### src/rtl/bsg_comm_link_serializer.sv
// bsg_comm_link_serializer
//
// Core-side transmit serializer for the comm link. Takes one wide packet per
// ready/valid handshake from the core network and issues it as els_p beats
// of width_p bits on the comm link core input port, only while the link
// reports calibration done.
//
// Handshakes (both sides): a transfer happens in a cycle where valid and
// ready are both high at the rising edge; valid never depends on ready, data
// is held stable while valid is high and unaccepted. ready_o depends
// combinationally on link_ready_i so the next packet can load in the cycle
// of the last beat, giving back-to-back packets without a bubble.
//
// Configuration macro: BSG_COMM_LINK_SERIALIZER_MSB_FIRST_EN
//   undefined : least significant slice of the packet is beat 0
//   defined   : most significant slice of the packet is beat 0
//
// Ports:
//   clk_i         core clock (same as comm link core_clk_i)
//   reset_i       synchronous active-high reset
//   calib_done_i  comm link core_calib_done_r_o
//   v_i           input packet valid
//   data_i        input packet, packet_width_p bits
//   ready_o       block can accept a packet this cycle
//   link_v_o      beat valid  -> comm link core_valid_i
//   link_data_o   beat data   -> comm link core_data_i
//   link_ready_i  comm link core_ready_o
//   busy_o        a packet is held (FSM in SEND); this is the FSM state view

module bsg_comm_link_serializer #(
  parameter int width_p        = 8,
  parameter int els_p          = 4,
  parameter int packet_width_p = width_p * els_p
) (
  input  logic                      clk_i,
  input  logic                      reset_i,
  input  logic                      calib_done_i,
  input  logic                      v_i,
  input  logic [packet_width_p-1:0] data_i,
  output logic                      ready_o,
  output logic                      link_v_o,
  output logic [width_p-1:0]        link_data_o,
  input  logic                      link_ready_i,
  output logic                      busy_o
);

  localparam int cnt_w = $clog2(els_p);
  localparam logic [cnt_w-1:0] last_idx = cnt_w'(els_p - 1);

  typedef enum logic {
    IDLE = 1'b0,
    SEND = 1'b1
  } state_e;

  state_e                    state_r;
  logic [packet_width_p-1:0] pkt_r;
  logic [cnt_w-1:0]          cnt_r;

  logic last;
  logic beat_hs;
  logic in_hs;
  logic [cnt_w-1:0] sel;

  assign last     = (cnt_r == last_idx);
  assign link_v_o = (state_r == SEND) & calib_done_i;
  assign beat_hs  = link_v_o & link_ready_i;
  assign ready_o  = (state_r == IDLE) | ((state_r == SEND) & last & beat_hs);
  assign in_hs    = v_i & ready_o;
  assign busy_o   = (state_r == SEND);

`ifdef BSG_COMM_LINK_SERIALIZER_MSB_FIRST_EN
  assign sel = last_idx - cnt_r;
`else
  assign sel = cnt_r;
`endif

  // Explicit slice mux keeps the index arithmetic in constant expressions
  // and stays well defined when els_p is not a power of two.
  always_comb begin
    link_data_o = '0;
    for (int k = 0; k < els_p; k++) begin
      if (sel == cnt_w'(k)) begin
        link_data_o = pkt_r[k*width_p +: width_p];
      end
    end
  end

  always_ff @(posedge clk_i) begin
    if (reset_i) begin
      state_r <= IDLE;
      pkt_r   <= '0;
      cnt_r   <= '0;
    end else begin
      case (state_r)
        IDLE: begin
          if (in_hs) begin
            pkt_r   <= data_i;
            cnt_r   <= '0;
            state_r <= SEND;
          end
        end
        SEND: begin
          if (beat_hs) begin
            if (last) begin
              cnt_r <= '0;
              // ready_o is high here, so v_i alone decides the reload.
              if (in_hs) begin
                pkt_r   <= data_i;
                state_r <= SEND;
              end else begin
                state_r <= IDLE;
              end
            end else begin
              cnt_r <= cnt_r + 1'b1;
            end
          end
        end
        default: begin
          state_r <= IDLE;
          cnt_r   <= '0;
        end
      endcase
    end
  end

endmodule
### config.mk
export PLATFORM = sky130hd
export DESIGN_NAME = bsg_comm_link_serializer
export DESIGN_NICKNAME = d
export VERILOG_FILES = /design/src/rtl/bsg_comm_link_serializer.sv
export SDC_FILE = /design/constraint.sdc
export NUM_CORES = 1
export LEC_CHECK = 0
export BUFFER_PORTS_ARGS = -buffer_cell sky130_fd_sc_hd__clkbuf_2
export CAP_MARGIN = 0
export CORE_AREA = 2 2 66 68
export CTS_BUF_LIST = sky130_fd_sc_hd__clkbuf_8
export CTS_CLUSTER_SIZE = 25
export DETAILED_ROUTE_END_ITERATION = 8
export DIE_AREA = 0 0 68 70
export GPL_TIMING_DRIVEN = 0
export HOLD_SLACK_MARGIN = 0.12
export PLACE_DENSITY = 0.76
export REMOVE_ABC_BUFFERS = 1
export SLEW_MARGIN = 20
export SYNTH_ARGS = -nofsm -noshare
export SYNTH_HDL_FRONTEND = slang
export SYNTH_SLANG_ARGS = --single-unit
### constraint.sdc
create_clock -name clk_i -period 1.6 [get_ports clk_i]
set_input_delay 0.4 -clock clk_i [delete_from_list [all_inputs] [get_ports clk_i]]
set_output_delay 0.4 -clock clk_i [all_outputs]
set_load 0.02 [all_outputs]
After elaboration in Yosys (flattened, before gate mapping)
Index checks and enable logic that the tools add are counted.
{"block": "word_totals", "ff_bits": 35, "latchBits": 0, "mem_bits_rw": 0, "rom_bits": 0, "input_bits": 37, "out_inout_bits": 11, "wordCells": 36, "mem_count": 0}
{"block": "classes", "n_addsub": 1, "mul": 0, "n_div": 0, "order_cmp": 0, "eq_ne": 6, "shift": 0, "n_mux": 16, "bitwise": 7, "reduce_logical": 3}
{"cell": "$mux W32", "count": 3}
{"cell": "$pmux W32 S2", "count": 1}
{"cell": "$mux W8", "count": 4}
{"cell": "$mux W2", "count": 3}
{"cell": "$and A1 B1 Y1", "count": 5}
{"cell": "$eq A2 B2 Y1 const B", "count": 2}
{"cell": "$ne A2 B1 Y1 const B", "count": 2}
{"cell": "$pmux W2 S2", "count": 1}
{"cell": "$reduce_and A2 Y1", "count": 2}
{"cell": "$mux W1", "count": 3}
{"cell": "$add A2 B1 Y2 const B", "count": 1}
{"cell": "$eq A2 B1 Y1 const B", "count": 1}
{"cell": "$logic_not A2 Y1", "count": 1}
{"cell": "$ne A2 B2 Y1 const B", "count": 1}
{"cell": "$pmux W1 S2", "count": 1}
{"cell": "$not A1 Y1", "count": 1}
{"cell": "$or A1 B1 Y1", "count": 1}

Longest topological paths before layout
{"block": "depth", "word_depth": 9, "mapped_depth": 7, "ltp_nobuf": 5}

Worst setup path before layout
OpenSTA, ideal clock, no wires.
{"block": "synth_path", "kind": "register to output", "startpoint": "register cnt_r[0]", "endpoint": "output port link_data_o[1]", "arrival_time_ps": 1358, "required_ps": 1200, "path_slack_ps": -158, "path_stages_with_launch": 8, "n_path_buf": 2, "path_cell_list": "dfxtp_1 > inv_1 > ha_1 > clkbuf_1 > buf_2 > a21oi_1 > o21ai_0 > a22o_1"}
{"block": "synth_between", "elab_chain_len": 5, "elab_cells_between_ends": 8, "classes_between": "eq/ne (3); mux (4); reduce/logical (1)"}
{"item": "start, declared", "line_no": "57", "rtl": "logic [cnt_w-1:0] cnt_r;"}
{"item": "start signal, assigned", "line_no": "114", "rtl": "cnt_r <= cnt_r + 1'b1;"}
{"item": "$logic_not A2 Y1", "line_no": "82", "rtl": "if (sel == cnt_w'(k)) begin"}
{"item": "$mux W8 (3 in series)", "line_no": "82"}
{"item": "$mux W8 *", "line_no": "82"}
{"item": "end, declared", "line_no": "42", "rtl": "output logic [width_p-1:0] link_data_o,"}
Every way passes the cells marked *; elsewhere a longest branch is shown, timed or not.

Final worst setup path
Same ends and word-level chain as after synthesis.

==> results_dict.tcl <==
set metrics [dict create \
    switchingPower_mw 0.528 \
    cts_tree "done" \
    outcome "complete, but fails checks" \
    core_mm2 0.00414 \
    die-area_mm2 0.00476 \
    min_from "data_i[19]" \
    synth_edf_count 0 \
    final_util_pct 64.4 \
    p_int_mw 1.53 \
    num_rows 24 \
    hold_path.class "in -> reg" \
    slew_headroom_pct 37.0 \
    worstPathArrival_ns 1.57 \
    worstSetupPathType "reg -> out" \
    gp_congestion 0.702 \
    grt_pass1_wl_um 6740 \
    rr_worst_depth 9 \
    pre_cts_slack_ns -0.816 \
    min_to "pkt_r[19]" \
    synth-seq-cells 35 \
    worst-slew-pin-transition_ns 0.945 \
    holdPathStages 3 \
    vias 1607 \
    seqPwrFrac_pct 46.6 \
    synth_cell_types 19 \
    whs_ns 0.344 \
    timing.rr.start "cnt_r[1]" \
    die_y_um 70 \
    fp.dieW_um 68 \
    synth_area_mm2 0.00193 \
    critPathRequiredTime_ns 1.20 \
    synthArstFlopShare_pct 0 \
    firstDrtPassIters 4 \
    rsz0062_at_grt "true" \
    min_period_ns 1.97 \
    avgSynthCellArea_um2 8.98 \
    power_frac_comb_pct 18.8 \
    finalNetCount 311 \
    cp_max_fo 6 \
    root_buffer "clkbuf_8" \
    routedWlPerCell_um 13.9 \
    synth-seq-area-share_pct 36.3 \
    htree_levels 2 \
    endpoint_kind "output pin" \
    regToRegSetupSlack_ns -0.07 \
    violations "negative setup slack" \
    syn_inst 215 \
    tns_ns -4.55 \
    ys_warn_count 0 \
    p_clk_share_pct 34.6 \
    finClkSkew_ns 0.00754 \
    antenna_found_initial 0 \
    cts_hold_buf 0 \
    grt_max_degree 68 \
    drc_errors 0 \
    numCtsBuffers 5 \
    leakage_nw 1.11 \
    finalHoldViolCount 0 \
    clkTransAtPathRegs_ns 0.08 \
    slew_viol_final 0 \
    start_util_pct 46.6 \
    gr-total-overflow 0 \
    finalSetupViolCount 41 \
    dp_hpwl_um 2310 \
    drive_above_1_share_pct 33.2 \
    grt_pass1_vias 1556 \
    clockBufferDepth 2 \
    portBuffers 47 \
    area_growth_pct 38.2 \
    wl_um 4500 \
    maxCapViolCount 0 \
    diodes 0 \
    critPathLaunchType "register" \
    r2r-end "pkt_r[25]" \
    io-pin-count 48 \
    finalWorstSetupSlack_ns -0.370 \
    fin_crit_sh_pct 123 \
    powerDensity_mw_per_mm2 770 \
    track_usage_pct 18.6 \
    switching_share_pct 25.7 \
    fmax_mhz 508 \
    drtIter0Drc 97 \
    ir_worst_vdd_mv 0.567 \
    clk_latency_ns 0.29 \
    viasPerCell 4.98 \
    numClockSinks 35 \
    synthFlopType "dfxtp_1" \
    ant_nets 0 \
]
## worst max-delay path, stage by stage, from the launching register on
cell and delay, ns:
dfxtp_4 0.42, inv_6 0.06, ha_4 0.19, buf_6 0.14, a21oi_2 0.09, o21ai_1 0.07
a22o_1 0.19, clkbuf_8 0.15
## placed cells by master, fill, tap and decap left out, types with 3 or more instances in the layout
cell type,synthesis,final
buf_4,0,3
buf_12,0,3
a21oi_2,0,7
clkbuf_2,0,38
buf_6,1,7
dfxtp_1,35,33
nand3_1,3,3
inv_1,10,9
a21oi_1,19,11
o21ai_1,0,8
a22o_1,8,8
nand2_1,9,8
nand2b_1,66,66
ha_4,0,4
clkbuf_8,0,15
mux2i_1,32,32
## metrics by stage
step / power, mW / area, µm² / std cells
after CTS: 2.03 / 2540 / 319
after detailed placement: 1.28 / 2160 / 299
final: 2.05 / 2670 / 323
after global placement: 1.26 / 2130 / 298
after global routing: 2.13 / 2670 / 323
after floorplan: 1.16 / 1830 / 199
## Yosys cell counts (3+ instances only)
cell type | count | area, µm²
dfxtp_1 | 35 | 701
nand3_1 | 3 | 15.0
nand2_1 | 9 | 33.8
mux2i_1 | 32 | 320
nand2b_1 | 66 | 413
clkbuf_1 | 11 | 41.3
a21oi_1 | 19 | 95.1
ha_1 | 4 | 50.1
inv_1 | 10 | 37.5
buf_8 | 3 | 45.0
o21ai_0 | 8 | 40.0
a22o_1 | 8 | 70.1
## power by group through the flow
stage	Sequential, mW	Clock [mW]	Combinational [mW]
2_1_floorplan	0.970	0	0.187
3_3_place_gp	0.973	0	0.290
3_5_place_dp	0.974	0	0.303
4_1_cts	0.954	0.725	0.353
5_1_grt	0.963	0.749	0.420
6_report	0.957	0.711	0.386
## cell families (layout without fill, tap and decap cells)
| group | Yosys count | count (layout) | synth area share (%) |
|---|---|---|---|
| mux | 32 | 32 | 16.6 |
| flops | 35 | 35 | 36.3 |
| simple gates | 82 | 82 | 25.7 |
| fa+ha+maj | 4 | 4 | 2.59 |
| buf+inv | 26 | 82 | 7.26 |
| compound gates | 36 | 36 | 11.6 |
## what timing repair did
item | CTS | global route
pin swaps | 5 | 6
setup endpoints to repair | 42 | 41
setup buffers | 12 | 2
gates cloned | 0 | 2
resized for setup | 51 | 15
## area by class of cell
class	instances	area [µm²]
fill	356	1480
multi-input combinational	154	1180
clock inverter	1	3.75
sequential	35	708
inverter	10	45.0
clock buffer	7	96.3
tap	52	65.1
timing repair buffer	64	569
## flip-flops by register name, summed over array words and instances (netlist names)
signal	flops
pkt_r	32
cnt_r	2
busy_o	1
## worst max path at each step
stage	start	cells after the start	endpoint	slack, ns
floorplan	cnt_r[0]	4	pkt_r[0]	-0.53
CTS	cnt_r[1]	7	link_data_o[1]	-0.38
detailed placement	cnt_r[0]	5	pkt_r[14]	-0.82
global route	cnt_r[0]	7	link_data_o[5]	-0.43
global placement	cnt_r[0]	4	pkt_r[24]	-1.06
finish	cnt_r[0]	7	link_data_o[1]	-0.37
## metal layers
metal  track usage, %  routed length [µm]
met2             31.4                2150
met4             6.00                  46
met1             23.1                2090
met3             3.86                 211
met5                0                   0
Note: power is estimated with default switching activity, not from simulation.
